<file path="config.mk">
export PLATFORM = sky130hd
export DESIGN_NAME = conv1_window_gen
export DESIGN_NICKNAME = d
export VERILOG_FILES = /design/src/rtl/cnn_pkg.sv /design/src/rtl/conv1_pos_counter.sv /design/src/rtl/conv1_window_gen.sv
export SDC_FILE = /design/constraint.sdc
export NUM_CORES = 1
export LEC_CHECK = 0
export ABC_AREA = 0
export BUFFER_PORTS_ARGS = -buffer_cell sky130_fd_sc_hd__buf_2
export CAP_MARGIN = 5
export CORE_MARGIN = 2
export CORE_UTILIZATION = 35
export CTS_BUF_LIST = sky130_fd_sc_hd__clkbuf_2
export CTS_CLUSTER_DIAMETER = 40
export DETAILED_ROUTE_END_ITERATION = 8
export MAX_ROUTING_LAYER = met4
export PLACE_DENSITY_LB_ADDON = 0.3
export RECOVER_POWER = 50
export SLEW_MARGIN = 10
export SYNTH_ARGS = -nofsm -noshare
export SYNTH_HDL_FRONTEND = slang
export SYNTH_SLANG_ARGS = --single-unit
</file>
<file path="constraint.sdc">
create_clock -name clk -period 20.4 [get_ports clk]
set_input_delay 1.02 -clock clk [delete_from_list [all_inputs] [get_ports clk]]
set_output_delay 1.02 -clock clk [all_outputs]
set_load 0.01 [all_outputs]
</file>
<file path="src/rtl/cnn_pkg.sv">
// cnn_pkg: shared conv1 constants and pixel type
package cnn_pkg;
  localparam int CONV1_FILTER_SIZE = 5;
  localparam int CONV1_TAPS = 25;
  localparam int CONV1_IMG_W = 28;
  localparam int CONV1_IMG_H = 28;
  localparam int CONV1_DATA_BITS = 8;
  typedef logic [CONV1_DATA_BITS-1:0] pixel_t;
endpackage

</file>
<file path="src/rtl/conv1_pos_counter.sv">
// conv1_pos_counter: raster row/col position of the next accepted pixel
module conv1_pos_counter
  import cnn_pkg::*;
#(
  parameter int WIDTH = CONV1_IMG_W,
  parameter int HEIGHT = CONV1_IMG_H,
  parameter int FS = CONV1_FILTER_SIZE
) (
  input  logic                      clk,
  input  logic                      rst,
  input  logic                      en_i,
  output logic [$clog2(HEIGHT)-1:0] row_o,
  output logic [$clog2(WIDTH)-1:0]  col_o,
  output logic                      window_ok_o
);
  localparam int CW = $clog2(WIDTH);
  localparam int RW = $clog2(HEIGHT);
  logic [CW-1:0] col_q, col_d;
  logic [RW-1:0] row_q, row_d;
  logic col_end, row_end;
  always_comb begin
    col_end = col_q == CW'(WIDTH - 1);
    row_end = row_q == RW'(HEIGHT - 1);
    col_d = !en_i ? col_q : col_end ? '0 : col_q + 1'b1;
    row_d = !(en_i && col_end) ? row_q : row_end ? '0 : row_q + 1'b1;
  end
  always_ff @(posedge clk) begin
    if (rst) begin
      col_q <= '0;
      row_q <= '0;
    end else begin
      col_q <= col_d;
      row_q <= row_d;
    end
  end
  assign row_o = row_q;
  assign col_o = col_q;
  assign window_ok_o = row_q >= RW'(FS - 1) && col_q >= CW'(FS - 1);
endmodule

</file>
<file path="src/rtl/conv1_window_gen.sv">
// conv1_window_gen: raster pixel stream to 25 parallel 5x5 window taps
module conv1_window_gen
  import cnn_pkg::*;
#(
  parameter int WIDTH = CONV1_IMG_W,
  parameter int HEIGHT = CONV1_IMG_H,
  parameter int DATA_BITS = CONV1_DATA_BITS
) (
  input  logic                 clk,
  input  logic                 rst,
  input  logic                 valid_in,
  input  logic [DATA_BITS-1:0] data_in,
  output logic [DATA_BITS-1:0] data_out_0,
  output logic [DATA_BITS-1:0] data_out_1,
  output logic [DATA_BITS-1:0] data_out_2,
  output logic [DATA_BITS-1:0] data_out_3,
  output logic [DATA_BITS-1:0] data_out_4,
  output logic [DATA_BITS-1:0] data_out_5,
  output logic [DATA_BITS-1:0] data_out_6,
  output logic [DATA_BITS-1:0] data_out_7,
  output logic [DATA_BITS-1:0] data_out_8,
  output logic [DATA_BITS-1:0] data_out_9,
  output logic [DATA_BITS-1:0] data_out_10,
  output logic [DATA_BITS-1:0] data_out_11,
  output logic [DATA_BITS-1:0] data_out_12,
  output logic [DATA_BITS-1:0] data_out_13,
  output logic [DATA_BITS-1:0] data_out_14,
  output logic [DATA_BITS-1:0] data_out_15,
  output logic [DATA_BITS-1:0] data_out_16,
  output logic [DATA_BITS-1:0] data_out_17,
  output logic [DATA_BITS-1:0] data_out_18,
  output logic [DATA_BITS-1:0] data_out_19,
  output logic [DATA_BITS-1:0] data_out_20,
  output logic [DATA_BITS-1:0] data_out_21,
  output logic [DATA_BITS-1:0] data_out_22,
  output logic [DATA_BITS-1:0] data_out_23,
  output logic [DATA_BITS-1:0] data_out_24,
  output logic                 valid_out_buf
);
  localparam int FS = CONV1_FILTER_SIZE;
  localparam int L = (FS - 1) * WIDTH + FS;
  logic [DATA_BITS-1:0] buf_q [L];
  logic [DATA_BITS-1:0] taps [CONV1_TAPS];
  logic valid_q, window_ok;
  conv1_pos_counter #(.WIDTH(WIDTH), .HEIGHT(HEIGHT), .FS(FS)) u_pos (
    .clk(clk),
    .rst(rst),
    .en_i(valid_in),
    .row_o(),
    .col_o(),
    .window_ok_o(window_ok)
  );
  always_ff @(posedge clk) begin
    if (rst) begin
      for (int i = 0; i < L; i++) buf_q[i] <= '0;
      valid_q <= 1'b0;
    end else begin
      if (valid_in) begin
        buf_q[0] <= data_in;
        for (int i = 1; i < L; i++) buf_q[i] <= buf_q[i-1];
      end
      valid_q <= valid_in && window_ok;
    end
  end
  // buf_q[0] is newest, so the bottom-right tap reads offset 0
  for (genvar r = 0; r < FS; r++) begin : g_row
    for (genvar c = 0; c < FS; c++) begin : g_col
      assign taps[r*FS+c] = buf_q[(FS-1-r)*WIDTH + (FS-1-c)];
    end
  end
  assign data_out_0 = taps[0];
  assign data_out_1 = taps[1];
  assign data_out_2 = taps[2];
  assign data_out_3 = taps[3];
  assign data_out_4 = taps[4];
  assign data_out_5 = taps[5];
  assign data_out_6 = taps[6];
  assign data_out_7 = taps[7];
  assign data_out_8 = taps[8];
  assign data_out_9 = taps[9];
  assign data_out_10 = taps[10];
  assign data_out_11 = taps[11];
  assign data_out_12 = taps[12];
  assign data_out_13 = taps[13];
  assign data_out_14 = taps[14];
  assign data_out_15 = taps[15];
  assign data_out_16 = taps[16];
  assign data_out_17 = taps[17];
  assign data_out_18 = taps[18];
  assign data_out_19 = taps[19];
  assign data_out_20 = taps[20];
  assign data_out_21 = taps[21];
  assign data_out_22 = taps[22];
  assign data_out_23 = taps[23];
  assign data_out_24 = taps[24];
  assign valid_out_buf = valid_q;
endmodule

</file>
After elaboration in Yosys (flattened, before gate mapping)
Memories as Yosys holds them, arrays and structs flattened.
Cells that the tools add are included.
W data, S select, Z words.
- add/sub/neg operators: 2
- $mul: 0
- divide/modulo/power cells: 0
- $lt $le $gt $ge: 2
- eq/ne operators: 2
- shifts and indexed selects: 0
- muxes and demuxes: 124
- bitwise logic cells: 117
- reduce and logical (&&, ||, !) cells: 3
- operator list (kind ; count):
    $mux W8 ; 117
    $or A1 B1 Y1 ; 117
    $add A5 B1 Y5 const B ; 2
    $eq A5 B5 Y1 const B ; 2
    $ge A5 B3 Y1 const B ; 2
    $mux W5 ; 2
    $mux W1 ; 5
    $logic_and A1 B1 Y1 ; 3
- register bits after elaboration: 11
- bits in latches: 0
- memory bits (writable): 936
- ROM bits: 0
- bits of input ports: 11
- output and inout port bits: 201
- logic and storage cells: 254
- memories kept: 1
- memories (name ; words ; bits a word ; read ports ; clocked after memory_dff ; write ports ; line ; text):
    buf_q ; 117 ; 8 ; 117 ; 0 ; 117 ; conv1_window_gen.sv:42 ; logic [DATA_BITS-1:0] buf_q [L];

Logic depth before layout (Yosys ltp)
Gate-level depths: netlist of run 1.
- depth in word-level cells: 4
- gate-level depth with buffers: 6
- mapped depth without buffers: 4

Cells and area by module
A second synthesis of run 1 with hierarchy kept.
- cell total of the unflattened synthesis: 2259
- area total of the unflattened synthesis: 37865.1 um^2
- modules (own cells, without submodules) (module ; times used ; cells each ; area each (um^2) ; seq. area each (um^2)):
    conv1_window_gen ; 1 ; 2198 ; 37334.6 ; 28127.0
    conv1_pos_counter ; 1 ; 61 ; 530.5 ; 200.2

Worst setup path after synthesis of run 1
No wires, ideal clock.
- kind: input-to-reg
- start: input rst
- end: memory buf_q[0][0] in the netlist's numbering, enable pin
- setup time: 0.927 ns
- arrival: 12.584 ns
- required time: 19.473 ns
- slack: 6.889 ns
- stages: 4
- buffers on the path: 3
- cell sequence: buf_6 > buf_6 > buf_2 > or2_2
- RTL lines (element ; line ; text):
    from (decl) ; conv1_window_gen.sv:10 ; input logic rst,
    to (decl) ; conv1_window_gen.sv:42 ;

==> impl_metrics.yaml, run 1 <==
status:
  outcome: "complete, but fails checks"
  violations: "max-capacitance violations, max-slew violations"
setup_path:
  endpoint_kind: "register"
  arrival_ps: 11070
  crit_start: "rst"
  cp_slowest_stage_delay_ps: 3830
  r2r_start: "u_pos.col_o[0]"
  crit_slowest_cell: "clkbuf_1"
  critPathMostFrequentCell: "clkbuf_1"
  crit_type: "in -> reg"
  worstPathRequired_ps: 21420
  critPathMaxFanout: 130
  startpoint_type: "input port"
  crit_chain: "dlygate4sd3_1, clkbuf_1, or2_0, clkbuf_1, buf_4"
synth:
  synth-seq-cells: 947
  avgSynthCellArea_sq_um: 16.4
  synth_edf_count: 936
  syn_nets: 2261
  synth_warnings: 0
  ys_types: 33
  synth.yosys.seq_area_share: 0.767
  syn-cell-area_sq_um: 36900
  async_flop_share: 0
  synth_flop_cell: "edfxtp_1"
  syn_inst: 2246
global_route:
  grt_pass1_wl_mm: 88.5
  use_met2: 0.154
  grt-busiest-layer: "met2"
  met3_usage: 0.0343
  grt_pass1_vias: 17600
  overflow: 0
  grt_usage: 0.103
  antenna_found_initial: 3
  grt_max_degree: 192
  use_met1: 0.125
cts:
  htreeDepth: 4
  clk_path_buf_depth: 3
  cts_made_buffers: 236
  clock_latency_ps: 1500
  path_clk_slew_ps: 100
  postCtsSetupBuffers: 0
  ctsResizeCount: 0
  cts_sinks: 947
  cts_root_buf: "clkbuf_2"
  cts_tree: "yes"
routing:
  ant_nets: 0
  vias_per_cell: 4.22
  vias: 16800
  drc: 0
  dr.pass1.iters: 4
  drt_wl_total_mm: 54.2
  wire_per_inst_um: 13.6
  drt_iter0_markers: 1173
layout:
  final_common_cell: "edfxtp_1"
  most-common-layout-cells: "936 x edfxtp_1, 409 x nor2b_1, 364 x and2_1"
  utilization: 0.378
  drive_above_1_share: 0.231
  syn_to_final_growth_pct: 7.59
  fin_nets: 2428
sta:
  relSlewSlack: -2.67
  finalMaxSlewViolations: 441
  max_clock_freq_ghz: 0.0994
  hold_ws_ps: 334
  clock_skew_ps: 121
  finalCriticalPeriod_ps: 10060
  period_share: 0.493
  setup_viol: 0
  tightest_slew_ps: 5510
  hold_viol: 0
  grt_setup_unrepaired: "no"
  tns_ps: 0
pwr:
  p_per_area_nw_per_um2: 93.6
  leakagePower_nw: 15.6
  ir_drop_mv: 0.0418
run:
  drv_cap: 5
placed_design:
  hpwlAfterDp_mm: 27.3
  gp_congestion: 0.744
  port_buffers: 211
floorplan:
  initial_utilization: 0.352
  dieArea_sq_um: 108000
  rows: 119
  design.core.area_sq_um: 105000
  io_pins: 212
  die_w_um: 329
  die_y_um: 329
min_path:
  hp-start: "data_in[0]"
  hp-class: "in -> reg"
==> final timing paths <==
check,end,slack (ps),cells past startpoint
setup / recovery,buf_q[0][911],10340,5
hold / removal,buf_q[0][0],330,3
setup reg to reg,u_pos.row_o[4],18750,4
hold reg to reg,buf_q[0][92],410,1
==> critical path: cells and delay by family <==
| kind | cells | cell delay, ps |
|---|---|---|
| AND/OR/NAND/NOR | 1 | 2210 |
| buffers and inverters | 4 | 7690 |
==> area by class of cell <==
type,count,area [sq um]
diodes,7,17.5
clock buffers,347,1740
clock inverters,72,384
fillers,9940,65300
inverters,6,22.5
multi-input cells,986,6190
flip-flops and latches,947,28300
well taps,1391,1740
repair buffers,236,1300
==> cells by family after synthesis <==
logic type,synth area share
and+or+nand+nor,0.163
DFF,0.767
buffers and inverters,0.0649
AOI/OAI and AO/OA,0.00254
adders and majority gates,0.00136
xor gates and xnor gates,0.000237
==> state kept, by name, summed over array words and instances (netlist names) <==
name and count:
u_pos.row_o 5, u_pos.col_o 5, buf_q 936, valid_out_buf 1
==> metrics by stage <==
stage               instances  setup slack (ps)  power [mW]  cell area, sq um
floorplan                2246              6890        2.54             36900
global placement         3556             14970        2.53             37500
detailed placement       3556             14750        2.53             37500
CTS                      3985             15830        3.80             39700
global route             3992              9340        3.92             39700
finish                   3992             10340        3.72             39700
==> layer usage <==
metal  wire [um]  part of all wire  vias up
li1            -                 -     8019
met1       23900              0.44     8357
met2       26200              0.48      346
met3        2910             0.054      121
met4        1190             0.022        0
met5           0                 0        -
==> timing repair <==
action	4_1_cts	5_1_grt
setup endpoints to repair	0	0
endpoints found under the hold margin	103	0
hold buffers	10	0
==> cells in the mapped netlist, types with 2 or more instances <==
cell type | count | share of area
clkbuf_1 | 28 | 0.0028
a21oi_1 | 6 | 0.00081
o21ai_0 | 3 | 0.00041
buf_2 | 19 | 0.0026
inv_1 | 5 | 0.00051
nand2b_1 | 3 | 0.00051
and2_1 | 528 | 0.089
edfxtp_1 | 936 | 0.76
nand4_1 | 3 | 0.00051
ha_1 | 4 | 0.0014
buf_6 | 59 | 0.018
buf_4 | 201 | 0.041
and3_1 | 2 | 0.00034
nand2_1 | 6 | 0.00061
nor2b_1 | 409 | 0.069
nand4b_1 | 2 | 0.00047
dfxtp_1 | 11 | 0.0060
nand3_1 | 6 | 0.00081
==> where the power goes <==
group          switching (mW)  leakage (nW)  total [mW]  internal (mW)
registers              0.0389          10.4        2.32           2.28
logic                   0.101          3.50       0.163         0.0616
clock network           0.765          1.63        1.24          0.471
total                   0.906          15.6        3.72           2.81
Note: power is estimated with default switching activity, not from simulation.
==> run 2: changes to the inputs <==
Clock period 20.4 ns to 8.2 ns, I/O delays scaled along.
==> impl_metrics.yaml, run 2 (synthesized netlist as in run 1, its figures left out) <==
status:
  outcome: "complete, but fails checks"
  violations: "max-capacitance violations, max-slew violations"
layout:
  seq_area_sq_um: 28300
  drive_above_1_share: 0.224
  fillCellCount: 9902
  most-common-layout-cells: "936 x edfxtp_1, 409 x nor2b_1, 353 x and2_1"
  largest_reg_flops: 936
  utilization: 0.379
  multi_input_area_sq_um: 6190
  layout.cells.non_filler: 3998
  syn_to_final_growth_pct: 7.91
  fin_nets: 2448
  regMostFlops: "buf_q"
  final_common_cell: "edfxtp_1"
cts:
  clock_latency_ps: 1420
  clk_path_buf_depth: 3
  postCtsSetupBuffers: 0
  cts_tree: "yes"
  cts_sinks: 947
  cts_root_buf: "clkbuf_2"
  path_clk_slew_ps: 110
  cts_made_buffers: 237
  htreeDepth: 4
setup_path:
  cp_slowest_stage_delay_ps: 2140
  r2r_start: "u_pos.col_o[0]"
  rr_endpoint: "u_pos.col_o[0]"
  r2r_setup_slack_ps: 6390
  endpoint: "u_pos.row_o[4]"
  endpoint_kind: "register"
  crit_start: "rst"
  crit_type: "in -> reg"
  arrival_ps: 5950
  crit_slowest_cell: "clkbuf_1"
  r2r_cells: 5
  worstPathRequired_ps: 9430
  startpoint_type: "input port"
  crit_chain: "dlygate4sd3_1, dlygate4sd3_1, clkbuf_1, clkbuf_1, inv_1, o311ai_0, o41ai_1"
  critPathMaxFanout: 67
sta:
  hold_viol: 0
  period_share: 0.576
  clock_skew_ps: 96.4
  tns_ps: 0
  setup_viol: 0
  grt_setup_unrepaired: "no"
  tightest_slew_ps: 2880
  max_clock_freq_ghz: 0.212
  finalMaxSlewViolations: 111
  relSlewSlack: -0.917
  finalCriticalPeriod_ps: 4720
min_path:
  hp-class: "in -> reg"
  hold_depth: 6
routing:
  vias: 16900
  dr.pass1.iters: 4
  drt_iter0_markers: 1324
  wire_per_inst_um: 13.5
  ant_nets: 0
  drt_wl_total_mm: 54.0
  drc: 0
  vias_per_cell: 4.23
floorplan:
  die_w_um: 329
  rows: 119
  initial_utilization: 0.352
  die_y_um: 329
  dieArea_sq_um: 108000
  io_pins: 212
  design.core.area_sq_um: 105000
global_route:
  grt_usage: 0.102
  grt_pass1_wl_mm: 88.4
  overflow: 0
  grt_max_degree: 270
  grt_pass1_vias: 17600
  antenna_found_initial: 3
placed_design:
  port_buffers: 211
  gp_congestion: 0.765
  hpwlAfterDp_mm: 26.0
  placed_cells: 3554
pwr:
  switchingPower_mw: 2.22
  swShare: 0.242
  p_int_mw: 6.94
  leakagePower_nw: 15.6
  clkPwrFrac: 0.326
  p_per_area_nw_per_um2: 230
  power_frac_seq: 0.629
  ir_drop_mv: 0.0974
  combinationalPowerShare: 0.045
run:
  drv_cap: 2
run 2: changes by cell type in the layout (fill, tap and decap cells not counted), sizes merged:
| cell | previous run | this run |
|---|---|---|
| clkinvlp | 3 | 2 |
| buf | 222 | 223 |
| clkbuf | 351 | 337 |
| clkinv | 59 | 62 |
| inv | 16 | 13 |
| dlygate4sd3 | 10 | 30 |
run 2: final cells by class:
class                           count  share of cell area
Antenna cell                        7            0.000440
Clock buffer                      335              0.0421
Clock inverter                     71             0.00854
Inverter                            6            0.000565
Multi-Input combinational cell    986               0.155
Sequential cell                   947               0.711
Tap cell                         1391              0.0437
Timing Repair Buffer              255              0.0381
run 2: critical path, delay by kind of cell:
family | cells | cell delay (ps)
buffers and inverters | 5 | 5050
AOI/OAI and AO/OA | 2 | 420
run 2: worst min-delay path by stage:
| stage | from | endpoint | slack [ps] |
|---|---|---|---|
| global placement | u_pos.row_o[4] | u_pos.row_o[4] | 470 |
| global route | valid_in | valid_out_buf | 240 |
| detailed placement | buf_q[0][67] | buf_q[0][75] | 500 |
| CTS | valid_in | valid_out_buf | 160 |
| floorplan | u_pos.row_o[4] | u_pos.row_o[4] | 460 |
| finish | valid_in | valid_out_buf | 340 |
run 2: timing repair:
action | in CTS | in global routing
gates resized for setup | 0 | 0
hold endpoints to repair | 807 | 0
hold buffers | 31 | 0
run 2: per-stage QoR:
stage	area (sq um)	hold WS [ps]	total power, mW	worst slack, ps
floorplan	36900	460	6.27	36.2
global placement	37500	472	6.28	4960
detailed placement	37500	503	6.29	4840
CTS	39800	156	9.37	5440
global route	39800	245	9.67	3150
finish	39800	342	9.16	3480
run 2: layer usage:
metal / track usage / up-vias / routed length, um
met5: - / - / 0
met1: 0.123 / 8369 / 23900
li1: - / 8049 / -
met2: 0.152 / 336 / 25800
met3: 0.0328 / 140 / 2740
met4: 0.0553 / 0 / 1540
run 2: power groups by stage:
stage,Sequential (mW),Clock (mW),Combinational (mW)
after global placement,5.88,0,0.401
final,5.76,2.99,0.410
after floorplan,5.88,0,0.393
after global routing,5.80,3.41,0.459
after detailed placement,5.87,0,0.411
after CTS,5.77,3.17,0.426
==> run 3: changes to the inputs <==
Clock period 8.2 ns to 3.8 ns, I/O delays scaled along.
==> impl_metrics.yaml, run 3 (synthesized netlist as in run 1, its figures left out) <==
status:
  outcome: "complete, but fails checks"
  violations: "max-capacitance violations, max-slew violations"
placed_design:
  port_buffers: 211
  pre_cts_ws_ps: 1560
  hpwlAfterDp_mm: 28.2
  gp_congestion: 0.744
sta:
  clock_skew_ps: 121
  grt_setup_unrepaired: "no"
  max_clock_freq_ghz: 0.344
  finalCriticalPeriod_ps: 2900
  setup_viol: 0
  fin_ws_ps: 896
  relSlewSlack: -0.405
  hold_viol: 0
  tightest_slew_ps: 2110
  finalMaxSlewViolations: 768
  period_share: 0.764
routing:
  dr.pass1.iters: 6
  drt_iter0_markers: 1019
  drt_wl_total_mm: 55.4
  vias: 17100
  vias_per_cell: 4.25
  drc: 0
  ant_nets: 0
  wire_per_inst_um: 13.8
floorplan:
  die_w_um: 329
  design.core.area_sq_um: 105000
  dieArea_sq_um: 108000
  rows: 119
  io_pins: 212
  initial_utilization: 0.352
  die_y_um: 329
setup_path:
  crit_slowest_cell: "clkbuf_2"
  startpoint_type: "input port"
  worstPathRequired_ps: 4960
  arrival_ps: 4070
  crit_chain: "dlygate4sd3_1, dlygate4sd3_1, buf_8, clkbuf_2, dlygate4sd3_1, nor2b_1"
  critPathMostFrequentCell: "dlygate4sd3_1"
  critPathMaxFanout: 97
  cp_slowest_stage_delay_ps: 1360
  r2r_cells: 5
  crit_type: "in -> reg"
  endpoint_kind: "register"
  r2r_setup_slack_ps: 2070
run:
  drv_cap: 8
layout:
  syn_to_final_growth_pct: 8.36
  fin_nets: 2463
  regMostFlops: "buf_q"
  utilization: 0.381
  drive_above_1_share: 0.226
  final_common_cell: "edfxtp_1"
  largest_reg_flops: 936
  fillCellCount: 9804
  most-common-layout-cells: "936 x edfxtp_1, 456 x and2_1, 409 x nor2b_1"
  seq_area_sq_um: 28300
  multi_input_area_sq_um: 6190
pwr:
  power_frac_seq: 0.628
  swShare: 0.243
  p_per_area_nw_per_um2: 496
  ir_drop_mv: 0.275
  combinationalPowerShare: 0.046
  power_mw: 19.8
  leakagePower_nw: 15.8
  switchingPower_mw: 4.81
  p_int_mw: 15.0
  clkPwrFrac: 0.326
cts:
  cts_made_buffers: 230
  path_clk_slew_ps: 90
  htreeDepth: 4
  postCtsSetupBuffers: 0
  clock_latency_ps: 1490
  cts_tree: "yes"
  clk_path_buf_depth: 3
  cts_sinks: 947
  cts_root_buf: "clkbuf_2"
global_route:
  grt_usage: 0.105
  overflow: 0
  antenna_found_initial: 2
  grt_pass1_wl_mm: 90.1
  grt_max_degree: 179
  grt_pass1_vias: 17800
min_path:
  hp-class: "in -> reg"
  hold_depth: 5
run 3: cell type report:
cell class,count,share of cell area
Sequential cell,947,0.708
Multi-Input combinational cell,986,0.155
Antenna cell,7,0.000438
Inverter,6,0.000563
Clock buffer,335,0.0419
Clock inverter,70,0.00920
Timing Repair Buffer,277,0.0414
Tap cell,1391,0.0435
run 3: worst paths after layout:
kind                                      from             end
worst max-delay path                       rst   buf_q[0][852]
worst min-delay path                  valid_in  u_pos.col_o[0]
worst max register to register  u_pos.col_o[0]  u_pos.col_o[1]
worst min register to register   buf_q[0][381]   buf_q[0][389]
run 3: repair_timing:
action | in CTS | in global routing
gates resized for setup | 0 | 0
hold buffers | 31 | 0
hold endpoints to repair | 1883 | 0
run 3: power by group through the flow:
stage                     sequential [mW]  clock (mW)  combinational, mW
after global placement               12.7           0              0.904
after detailed placement             12.7           0              0.927
after global routing                 12.5        7.35               1.02
final                                12.4        6.47              0.911
after floorplan                      12.7           0              0.849
after CTS                            12.4        6.85              0.960
run 3: worst max-delay path: cells and delay by family:
kind / cells / cell delay [ps]
buffers and inverters: 5 / 3770
and+or+nand+nor: 1 / 90
run 3: layer usage:
metal	routed length, um	vias to the layer above	track usage
li1	-	8102	-
met1	24000	8457	0.124
met2	27000	357	0.162
met3	2810	152	0.0335
met4	1690	0	0.0528
met5	0	-	-
run 3: through the flow:
step | instance area, sq um | setup TNS, ps | hold slack, ps | instances
final | 40000 | 0 | 424 | 4019
after global routing | 40000 | 0 | 265 | 4016
after CTS | 40100 | 0 | 147 | 4012
after detailed placement | 37800 | 0 | 473 | 3576
after global placement | 37800 | 0 | 473 | 3576
after floorplan | 36900 | -3699390 | 388 | 2246
